$ cat config.mk
export PLATFORM = sky130hd
export DESIGN_NAME = dffn_scan_chain_ctrl_flat
export DESIGN_NICKNAME = d
export VERILOG_FILES = /design/src/rtl/dffn_scan_chain_ctrl_if.sv /design/src/rtl/dffn_scan_chain_ctrl.sv /design/src/flat_wrapper.sv
export SDC_FILE = /design/constraint.sdc
export NUM_CORES = 1
export LEC_CHECK = 0
export BUFFER_PORTS_ARGS = -buffer_cell sky130_fd_sc_hd__buf_2
export CORE_UTILIZATION = 40
export DETAILED_ROUTE_END_ITERATION = 7
export PLACE_DENSITY = 0.69
export SYNTH_ARGS = -nofsm -noshare
export SYNTH_HDL_FRONTEND = slang
export SYNTH_SLANG_ARGS = --single-unit
export TNS_END_PERCENT = 20
$ cat constraint.sdc
create_clock -name CLK -period 2.9 [get_ports CLK]
set_input_delay 0.435 -clock CLK [delete_from_list [all_inputs] [get_ports CLK]]
set_output_delay 0.435 -clock CLK [all_outputs]
set_load 0.01 [all_outputs]
$ cat src/rtl/dffn_scan_chain_ctrl_if.sv
// Control/observe bundle between the scan-chain sequencer and its host/chain side.
// The host drives the request and returns the chain's SO. The sequencer drives the chain controls and status.
interface dffn_scan_chain_ctrl_if #(
  parameter int unsigned CHAIN_LEN = 8,
  parameter int unsigned IDX_W     = $clog2(CHAIN_LEN)
);
  logic                 START;
  logic                 MODE;
  logic [CHAIN_LEN-1:0] PATTERN;
  logic                 SO;
  logic                 SE;
  logic                 SI;
  logic                 CHAIN_RN;
  logic                 BUSY;
  logic                 DONE;
  logic                 PASS;
  logic [IDX_W-1:0]     FAIL_IDX;

  modport master (
    output START, MODE, PATTERN, SO,
    input  SE, SI, CHAIN_RN, BUSY, DONE, PASS, FAIL_IDX
  );

  modport slave (
    input  START, MODE, PATTERN, SO,
    output SE, SI, CHAIN_RN, BUSY, DONE, PASS, FAIL_IDX
  );
endinterface

$ cat src/rtl/dffn_scan_chain_ctrl.sv
// Sequencer for self-test of a falling-edge scan chain: load a pattern, optionally pulse the
// chain reset, then unload and compare. All chain controls come straight from flops.
module dffn_scan_chain_ctrl #(
  parameter int unsigned CHAIN_LEN = 8,
  parameter int unsigned RST_CYC   = 2,
  parameter int unsigned IDX_W     = $clog2(CHAIN_LEN)
) (
  input logic                   CLK,
  input logic                   RST,
  dffn_scan_chain_ctrl_if.slave bus
);

  localparam int unsigned CntMax = (CHAIN_LEN > RST_CYC) ? CHAIN_LEN : RST_CYC;
  localparam int unsigned CntW   = $clog2(CntMax + 1);

  typedef enum logic [2:0] {StIdle, StLoad, StApply, StUnload, StFin} state_e;

  state_e               state_q, state_d;
  logic [CntW-1:0]      cnt_q, cnt_d;
  logic [CHAIN_LEN-1:0] pat_q, pat_d;
  logic                 mode_q, mode_d;
  logic                 ok_q, ok_d;
  logic                 se_q, se_d;
  logic                 si_q, si_d;
  logic                 rn_q, rn_d;
  logic                 busy_q, busy_d;
  logic                 done_q, done_d;
  logic                 pass_q, pass_d;
  logic [IDX_W-1:0]     fidx_q, fidx_d;
  logic                 cmp_en;
  logic [IDX_W-1:0]     cmp_idx;
  logic                 exp_bit;

  always_comb begin
    state_d = state_q;
    cnt_d   = cnt_q;
    pat_d   = pat_q;
    mode_d  = mode_q;
    ok_d    = ok_q;
    se_d    = se_q;
    si_d    = si_q;
    rn_d    = rn_q;
    busy_d  = busy_q;
    done_d  = 1'b0;
    pass_d  = pass_q;
    fidx_d  = fidx_q;
    cmp_en  = 1'b0;
    cmp_idx = '0;

    // The chain shifts on the falling edge, so SO already carries unload bit j at the rising
    // edge that opens unload cycle j; that is where bit j is compared.
    unique case (state_q)
      StIdle: begin
        if (bus.START) begin
          state_d = StLoad;
          cnt_d   = CntW'(1);
          pat_d   = bus.PATTERN;
          mode_d  = bus.MODE;
          ok_d    = 1'b1;
          busy_d  = 1'b1;
          pass_d  = 1'b0;
          fidx_d  = '0;
          se_d    = 1'b1;
          si_d    = bus.PATTERN[0];
        end
      end
      StLoad: begin
        if (cnt_q == CntW'(CHAIN_LEN)) begin
          si_d = 1'b0;
          if (mode_q) begin
            state_d = StApply;
            cnt_d   = CntW'(1);
            se_d    = 1'b0;
            rn_d    = 1'b0;
          end else begin
            state_d = StUnload;
            cnt_d   = '0;
            cmp_en  = 1'b1;
          end
        end else begin
          cnt_d = cnt_q + 1'b1;
          si_d  = pat_q[IDX_W'(cnt_q)];
        end
      end
      StApply: begin
        if (cnt_q == CntW'(RST_CYC)) begin
          state_d = StUnload;
          cnt_d   = '0;
          se_d    = 1'b1;
          rn_d    = 1'b1;
          cmp_en  = 1'b1;
        end else begin
          cnt_d = cnt_q + 1'b1;
        end
      end
      StUnload: begin
        if (cnt_q == CntW'(CHAIN_LEN - 1)) begin
          state_d = StFin;
          se_d    = 1'b0;
          busy_d  = 1'b0;
          done_d  = 1'b1;
          pass_d  = ok_q;
        end else begin
          cnt_d   = cnt_q + 1'b1;
          cmp_en  = 1'b1;
          cmp_idx = IDX_W'(cnt_q + 1'b1);
        end
      end
      StFin:   state_d = StIdle;
      default: state_d = StIdle;
    endcase

    exp_bit = mode_q ? 1'b0 : pat_q[cmp_idx];
    if (cmp_en && ok_q && (bus.SO != exp_bit)) begin
      ok_d   = 1'b0;
      fidx_d = cmp_idx;
    end
  end

  always_ff @(posedge CLK) begin
    if (RST) begin
      state_q <= StIdle;
      cnt_q   <= '0;
      pat_q   <= '0;
      mode_q  <= 1'b0;
      ok_q    <= 1'b0;
      se_q    <= 1'b0;
      si_q    <= 1'b0;
      rn_q    <= 1'b1;
      busy_q  <= 1'b0;
      done_q  <= 1'b0;
      pass_q  <= 1'b0;
      fidx_q  <= '0;
    end else begin
      state_q <= state_d;
      cnt_q   <= cnt_d;
      pat_q   <= pat_d;
      mode_q  <= mode_d;
      ok_q    <= ok_d;
      se_q    <= se_d;
      si_q    <= si_d;
      rn_q    <= rn_d;
      busy_q  <= busy_d;
      done_q  <= done_d;
      pass_q  <= pass_d;
      fidx_q  <= fidx_d;
    end
  end

  assign bus.SE       = se_q;
  assign bus.SI       = si_q;
  assign bus.CHAIN_RN = rn_q;
  assign bus.BUSY     = busy_q;
  assign bus.DONE     = done_q;
  assign bus.PASS     = pass_q;
  assign bus.FAIL_IDX = fidx_q;

endmodule
$ cat src/flat_wrapper.sv
// flat-port wrapper written by rule: the top's interface ports become plain ports
module dffn_scan_chain_ctrl_flat 
#(
  parameter int unsigned CHAIN_LEN = 8,
  parameter int unsigned RST_CYC   = 2,
  parameter int unsigned IDX_W     = $clog2(CHAIN_LEN)
)
  (CLK, RST, bus_START, bus_MODE, bus_PATTERN, bus_SO, bus_SE, bus_SI, bus_CHAIN_RN, bus_BUSY, bus_DONE, bus_PASS, bus_FAIL_IDX);
  dffn_scan_chain_ctrl_if #(.CHAIN_LEN(CHAIN_LEN), .IDX_W(IDX_W)) bus_i ();
  input logic CLK;
  input logic RST;
  input wire logic [$bits(bus_i.START)-1:0] bus_START;
  input wire logic [$bits(bus_i.MODE)-1:0] bus_MODE;
  input wire logic [$bits(bus_i.PATTERN)-1:0] bus_PATTERN;
  input wire logic [$bits(bus_i.SO)-1:0] bus_SO;
  output wire logic [$bits(bus_i.SE)-1:0] bus_SE;
  output wire logic [$bits(bus_i.SI)-1:0] bus_SI;
  output wire logic [$bits(bus_i.CHAIN_RN)-1:0] bus_CHAIN_RN;
  output wire logic [$bits(bus_i.BUSY)-1:0] bus_BUSY;
  output wire logic [$bits(bus_i.DONE)-1:0] bus_DONE;
  output wire logic [$bits(bus_i.PASS)-1:0] bus_PASS;
  output wire logic [$bits(bus_i.FAIL_IDX)-1:0] bus_FAIL_IDX;
  assign bus_i.START = bus_START;
  assign bus_i.MODE = bus_MODE;
  assign bus_i.PATTERN = bus_PATTERN;
  assign bus_i.SO = bus_SO;
  assign bus_SE = bus_i.SE;
  assign bus_SI = bus_i.SI;
  assign bus_CHAIN_RN = bus_i.CHAIN_RN;
  assign bus_BUSY = bus_i.BUSY;
  assign bus_DONE = bus_i.DONE;
  assign bus_PASS = bus_i.PASS;
  assign bus_FAIL_IDX = bus_i.FAIL_IDX;
  dffn_scan_chain_ctrl #(.CHAIN_LEN(CHAIN_LEN), .RST_CYC(RST_CYC), .IDX_W(IDX_W)) u_core (.CLK(CLK), .RST(RST), .bus(bus_i));
endmodule
==> impl_metrics.csv, run 1 <==
group,metric,value,unit
sta,finalSetupViolCount,0,
hold_path,hp-class,"in2reg",
pwr,p_sw,185,uW
setup_path,cpPeakStageDelay,0.58,ns
placement,numPortBuffers,21,
global_routing,antenna_found_initial,0,
setup_path,crit_chain,"ha_1 -> nand3b_1 -> and3_4 -> a2111oi_2 -> a311o_2 -> mux2i_4 -> mux2i_1",
synthesis,async_reset_ff_frac,0,
pwr,clockPowerShare,0.275,
placement,place_ws,0.461,ns
floorplan,die_x,62.5,um
sta,finalHoldViolCount,0,
drt,wl_met3,180,um
synthesis,synthDistinctLibCells,47,
floorplan,num_rows,21,
drt,routedWlPerCell,13.3,um
placement,post-dp-hpwl,2260,um
pwr,netSwitchingFraction,0.273,
sta,timing.hold.ws,0.322,ns
drt,top_layer,"met4",
setup_path,crit_required,3.17,ns
sta,slew_violations,0,
pwr,total_power,679,uW
cts,cts_buffers,3,
cts,cts_buffer_depth,2,
cts,clkSlewWorstSetupHoldPaths,0.14,ns
cells_and_area,area_growth,9.31,%
cells_and_area,fin_nets,206,
pwr,intPower,494,uW
drt,drt_pass1_iterations,4,
pwr,seqPwrFrac,0.581,
synthesis,synth-edff-count,0,
pwr,power_leakage,0.000617,uW
cells_and_area,fill_cells,354,
setup_path,cp-start-kind,"flop",
cts,clk_latency,0.32,ns
floorplan,fp.coreArea,0.00342,mm2
setup_path,end_kind,"flop",
cells_and_area,regArea,520,um2
cts,cts_setup_buffers,0,
cts,clock-sinks,26,
pwr,combPwrFrac,0.143,
sta,skew,0.00187,ns
pwr,peakVddDrop,268,uV
global_routing,grt_pass1_vias,1183,
setup_path,critPathMaxFanout,9,
cts,cts_resized,0,
sta,period_share,0.861,
drt,drtIter0Drc,104,
drt,num_vias,1264,
run,maxCapViolCount,0,
drt,ant_nets,0,
global_routing,gr-total-overflow,0,
global_routing,grt_max_degree,28,
setup_path,r2r_cells,7,
cells_and_area,drive_gt1_frac,0.190,
drt,met1Wirelength,1600,um
sta,fin_ws,0.403,ns
sta,slew_headroom,0.667,
setup_path,cp_top_family,"flip-flops",
setup_path,worst-path-buf-inv,0,
sta,max_freq,400,MHz
synthesis,synth_nets,191,
placement,finalWeightedCongestion,0.836,
cts,htreeDepth,1,
setup_path,critical_path_class,"reg2reg",
sta,finalCriticalPeriod,2.50,ns
global_routing,grt_use_total,0.181,
run_status,outcome,"completed",
synthesis,syn_area_per_cell,8.37,um2
placement,placed_area,0.00157,mm2
setup_path,cp.depth,7,
synthesis,synth_flop_cell,"dfxtp_1",
cts,ctsHoldBuffers,0,
synthesis,yosysSeqAreaShare,0.355,
sta,final.setup.tns,0,ns
hold_path,min_path_cells,3,
sta,tightest_slew,0.500,ns
floorplan,die-area,0.00391,mm2
floorplan,die_y,62.5,um
setup_path,cp.arrival,2.77,ns
synthesis,netlist_area,0.00147,mm2
drt,routed_wl,3130,um
synthesis,syn_inst,175,
floorplan,io_pins,22,
cells_and_area,diodes,0,
drt,viasPerCell,5.38,
cells_and_area,multi_input_area,860,um2
cts,cts_root_buf,"clkbuf_4",
drt,drcViolationCount,0,
drt,wl_met2,1320,um
global_routing,grt_first_pass_wirelength,5710,um
synthesis,synth_seq_cells,26,
setup_path,cp_slowest_cell,"dfxtp_1",
cts,cts_tree,"built",
floorplan,start_util,0.429,
sta,rsz0062_at_grt,"no",
cells_and_area,fin_area,0.00160,mm2
synthesis,yosysWarnings,0,
pwr,p_per_area,424,mW/mm2
## stage by stage
stage	instances	utilization
after CTS	235	0.469
after global placement	231	0.458
final	235	0.469
after global routing	235	0.469
after floorplan	175	-
after detailed placement	231	0.458
## cell usage in the layout, fill, tap and decap left out, types with 2 or more instances in the layout
cell      Yosys  final
a211oi_1      8      8
a21oi_1      16     16
a31oi_1       2      2
and3b_1       2      2
buf_2         2     21
clkbuf_4      0      3
dfxtp_1      26     26
ha_1          3      3
inv_1         4      4
mux2i_1       4      4
mux4_2        2      2
nand2_1      32     32
nand3_1       7      7
nand3b_1      4      4
nor2_1       15     15
nor4_1        2      2
o211ai_1      2      2
o21ai_0       3      3
o21ai_1       2      2
or3_1         4      4
## routing by layer
| layer | up-vias | global-route usage |
|---|---|---|
| met5 | - | 0 |
| met2 | 34 | 0.262 |
| met1 | 572 | 0.276 |
| li1 | 656 | - |
| met3 | 2 | 0.0401 |
| met4 | 0 | 0.0262 |
## synthesized netlist by cell type, types with 3 or more instances
library cell / instances / share of area
nand2_1: 32 / 0.082
dfxtp_1: 26 / 0.36
a21oi_1: 16 / 0.055
nor2_1: 15 / 0.038
a211oi_1: 8 / 0.041
nand3_1: 7 / 0.024
clkbuf_1: 6 / 0.015
inv_1: 4 / 0.010
mux2i_1: 4 / 0.027
nand3b_1: 4 / 0.020
or3_1: 4 / 0.017
buf_6: 3 / 0.023
ha_1: 3 / 0.026
o21ai_0: 3 / 0.010
## power by group through the flow
| stage | combinational [uW] | clock (uW) | sequential, uW |
|---|---|---|---|
| floorplan | 77.2 | 0 | 393 |
| global placement | 96.6 | 0 | 402 |
| detailed placement | 96.7 | 0 | 402 |
| CTS | 97.1 | 192 | 394 |
| global route | 112 | 206 | 398 |
| finish | 97.4 | 187 | 395 |
## worst reg2reg max path, stage by stage, from the launching register on
cell and delay, ns:
dfxtp_1 0.58, ha_1 0.41, nand3b_1 0.24, and3_4 0.25, a2111oi_2 0.27, a311o_2 0.20
mux2i_4 0.29, mux2i_1 0.20
## cell type report
type / instances / share of cell area
Inverter: 4 / 0.00937
Timing Repair Buffer: 22 / 0.0703
Sequential cell: 26 / 0.325
Tap cell: 46 / 0.0359
Multi-Input combinational cell: 133 / 0.537
Clock buffer: 4 / 0.0227
## state kept, by name (all words and copies together) (netlist names)
| register | count |
|---|---|
| u_core.pat_q | 8 |
| u_core.cnt_q | 4 |
| u_core.bus.FAIL_IDX | 3 |
| u_core.state_q | 3 |
| u_core.bus.BUSY | 1 |
| u_core.bus.CHAIN_RN | 1 |
| u_core.bus.DONE | 1 |
| u_core.bus.PASS | 1 |
| u_core.bus.SE | 1 |
| u_core.bus.SI | 1 |
| u_core.mode_q | 1 |
| u_core.ok_q | 1 |
## cell families (layout without fill, tap and decap cells)
family                   Yosys count  in the layout  share of synthesized area
AO/OA/AOI/OAI                     41             41                      0.183
AND/OR/NAND/NOR                   79             79                      0.280
buffers and inverters             16             30                     0.0581
flip-flops                        26             26                      0.355
adder cells (fa/ha/maj)            3              3                     0.0256
XOR/XNOR                           2              2                     0.0171
multiplexers                       8              8                     0.0811
## final timing paths
path	from	to	slack, ns
worst max-delay path	u_core.cnt_q[0]	u_core.bus.FAIL_IDX[1]	0.40
worst min-delay path	bus_PATTERN[4]	u_core.pat_q[4]	0.32
worst max register to register	u_core.cnt_q[0]	u_core.bus.FAIL_IDX[1]	0.40
worst min register to register	u_core.bus.FAIL_IDX[0]	u_core.bus.FAIL_IDX[0]	0.48
No activity file was read; power rests on OpenSTA's default activity.
==> inputs of run 2 (changes only) <==
ABC_AREA = 1   (was default)
PLACE_DENSITY = 0.7   (was 0.69)
==> run 2 against run 1 <==
Wire length up 9.1%. Clock power up 37%. Clock skew up 0.0026 ns. Count of clock-buffer cells in the layout down 1. Hold slack better by 0.0030 ns. Critical path type unchanged. Critical endpoint is now u_core.bus.FAIL_IDX[0]. Largest power group unchanged.
==> impl_metrics.csv, run 2 <==
group,metric,value,unit
sta,tightest_slew,0.520,ns
pwr,clockPowerShare,0.200,
setup_path,crit_required,3.18,ns
pwr,combPwrFrac,0.390,
drt,routed_wl,3410,um
setup_path,crit_chain,"clkinv_1 -> ha_1 -> nand2_1 -> nor2_4 -> nand3_1 -> nand2_1 -> nand2_1 -> nand3_1 -> nand2_2 -> nand3_2 -> nand3_1 -> a21oi_1",
floorplan,die_y,61.5,um
placement,finalWeightedCongestion,0.914,
synthesis,yosysSeqAreaShare,0.367,
placement,numPortBuffers,21,
setup_path,r2r_cells,12,
floorplan,die_x,61.5,um
placement,place_ws,0.604,ns
cells_and_area,diodes,0,
sta,slew_headroom,0.653,
drt,drcViolationCount,0,
synthesis,async_reset_ff_frac,0,
synthesis,synthTopCellsByCount,"46 x nand2_1, 26 x dfxtp_1, 25 x inv_1",
sta,slew_violations,0,
pwr,netSwitchingFraction,0.414,
synthesis,synth.largest_area_cell,"dfxtp_1",
synthesis,synth-edff-count,0,
global_routing,grt_first_pass_wirelength,5600,um
setup_path,cp.arrival,2.61,ns
cts,clkSlewWorstSetupHoldPaths,0.15,ns
hold_path,hp-class,"in2reg",
synthesis,synth.most_common_cell,"nand2_1",
pwr,peakVddDrop,448,uV
setup_path,r2r_end,"u_core.bus.FAIL_IDX[0]",
run,maxCapViolCount,0,
cts,cts_resized,0,
setup_path,crit-reg2reg-launch,"u_core.cnt_q[0]",
setup_path,critical_path_class,"reg2reg",
cells_and_area,largest_register_ffs,8,
cells_and_area,final_common_cell,"nand2_1",
global_routing,grt_pass1_vias,1230,
pwr,p_sw,531,uW
sta,max_freq,428,MHz
setup_path,cp_top_family,"simple AND/OR/NAND/NOR gates",
hold_path,hold-path-endpoint,"u_core.pat_q[6]",
cts,cts_root_buf,"clkbuf_4",
cells_and_area,fin_nets,244,
setup_path,cp.depth,12,
synthesis,netlist_area,0.00142,mm2
drt,viasPerCell,5.12,
sta,rsz0062_at_grt,"no",
synthesis,yosysWarnings,0,
global_routing,grt_max_degree,18,
cells_and_area,drive_gt1_frac,0.159,
drt,drt_pass1_iterations,4,
setup_path,cp_slowest_cell,"dfxtp_1",
cts,cts_tree,"built",
sta,period_share,0.806,
setup_path,cpPeakStageDelay,0.63,ns
run_status,outcome,"completed",
drt,routedWlPerCell,12.5,um
sta,fin_ws,0.562,ns
cells_and_area,largestRegisters,"u_core.pat_q: 8 flops, u_core.cnt_q: 4 flops",
cts,htreeDepth,1,
setup_path,end_kind,"flop",
floorplan,start_util,0.421,
floorplan,num_rows,21,
drt,num_vias,1399,
sta,finalSetupViolCount,0,
pwr,seqPwrFrac,0.411,
cts,ctsHoldBuffers,0,
setup_path,reg2reg_slack,0.56,ns
setup_path,worst-path-buf-inv,1,
placement,post-dp-hpwl,2440,um
synthesis,synth_flop_cell,"dfxtp_1",
global_routing,gr-total-overflow,0,
cts,cts_setup_buffers,0,
pwr,power_leakage,0.000715,uW
global_routing,antenna_found_initial,0,
hold_path,min_path_cells,3,
drt,drtIter0Drc,103,
synthesis,synthDistinctLibCells,24,
floorplan,die-area,0.00378,mm2
synthesis,synth_nets,224,
synthesis,synth_seq_cells,26,
cts,cts_buffer_depth,2,
setup_path,cp-start-kind,"flop",
floorplan,io_pins,22,
cts,clk_latency,0.33,ns
sta,final.setup.tns,0,ns
cts,clock-sinks,26,
synthesis,synthTopCellsByArea,"dfxtp_1 37%, nand2_1 12%, nand3_1 8.5%",
cells_and_area,layout_common_cells,"46 x nand2_1, 26 x dfxtp_1, 25 x inv_1",
global_routing,grt_use_total,0.200,
synthesis,synth_top_area_share,0.367,
cells_and_area,max_flop_register,"u_core.pat_q",
cts,cts_buffers,3,
pwr,p_per_area,800,mW/mm2
cells_and_area,area_growth,13.2,%
synthesis,syn_inst,208,
pwr,intPower,751,uW
floorplan,fp.coreArea,0.00336,mm2
sta,finalHoldViolCount,0,
synthesis,syn_area_per_cell,6.81,um2
drt,ant_nets,0,
hold_path,worstHoldStart,"bus_PATTERN[6]",
setup_path,critPathMaxFanout,15,
sta,finalCriticalPeriod,2.34,ns
sta,skew,0.00447,ns
==> run 2: how the worst max path moves through the flow <==
stage	start	end	slack (ns)
2_1_floorplan	u_core.cnt_q[0]	u_core.bus.FAIL_IDX[0]	1.14
3_3_place_gp	u_core.cnt_q[0]	u_core.bus.FAIL_IDX[2]	0.72
3_5_place_dp	u_core.cnt_q[0]	u_core.bus.FAIL_IDX[0]	0.60
4_1_cts	u_core.cnt_q[0]	u_core.bus.FAIL_IDX[0]	0.58
5_1_grt	u_core.cnt_q[0]	u_core.bus.FAIL_IDX[1]	0.31
6_report	u_core.cnt_q[0]	u_core.bus.FAIL_IDX[0]	0.56
==> run 2: layout make-up <==
type	instances	area, um2
flip-flops and latches	26	520
multi-input cells	147	754
clock inverters	1	30.0
clock buffers	3	22.5
repair buffers	22	113
fillers	358	1760
well taps	46	57.6
inverters	28	105
==> run 2: worst min-delay path, stage by stage <==
cell	delay, ns
buf_2	0.09
nand2_1	0.05
a21oi_1	0.05
==> run 2: power by group through the flow <==
| stage | sequential [uW] | clock [uW] | combinational, uW |
|---|---|---|---|
| 2_1_floorplan | 506 | 0 | 395 |
| 3_3_place_gp | 529 | 0 | 489 |
| 3_5_place_dp | 530 | 0 | 490 |
| 4_1_cts | 523 | 260 | 494 |
| 5_1_grt | 538 | 270 | 572 |
| 6_report | 526 | 256 | 499 |
==> run 2: kinds of logic (layout without fill, tap and decap cells) <==
kind of cell,count (synthesis),after routing,share of synthesized area
AOI/OAI and AO/OA,43,43,0.166
xor gates and xnor gates,2,2,0.0124
DFF,26,26,0.367
adders and majority gates,3,3,0.0265
buffers and inverters,35,54,0.0998
and+or+nand+nor,99,99,0.328
==> run 2: layer usage <==
metal	GRT usage	wire [um]
met1	0.290	1720
met5	0	0
met4	0.0762	38
met2	0.304	1470
met3	0.0231	185
==> run 2: metrics by stage <==
stage	utilization	hold slack, ns	total power, uW	cell area [um2]	instances
2_1_floorplan	-	0.441	901	1420	208
3_3_place_gp	0.461	0.449	1020	1550	269
3_5_place_dp	0.461	0.450	1020	1550	269
4_1_cts	0.477	0.318	1280	1600	273
5_1_grt	0.477	0.330	1380	1600	273
6_report	0.477	0.325	1280	1600	273
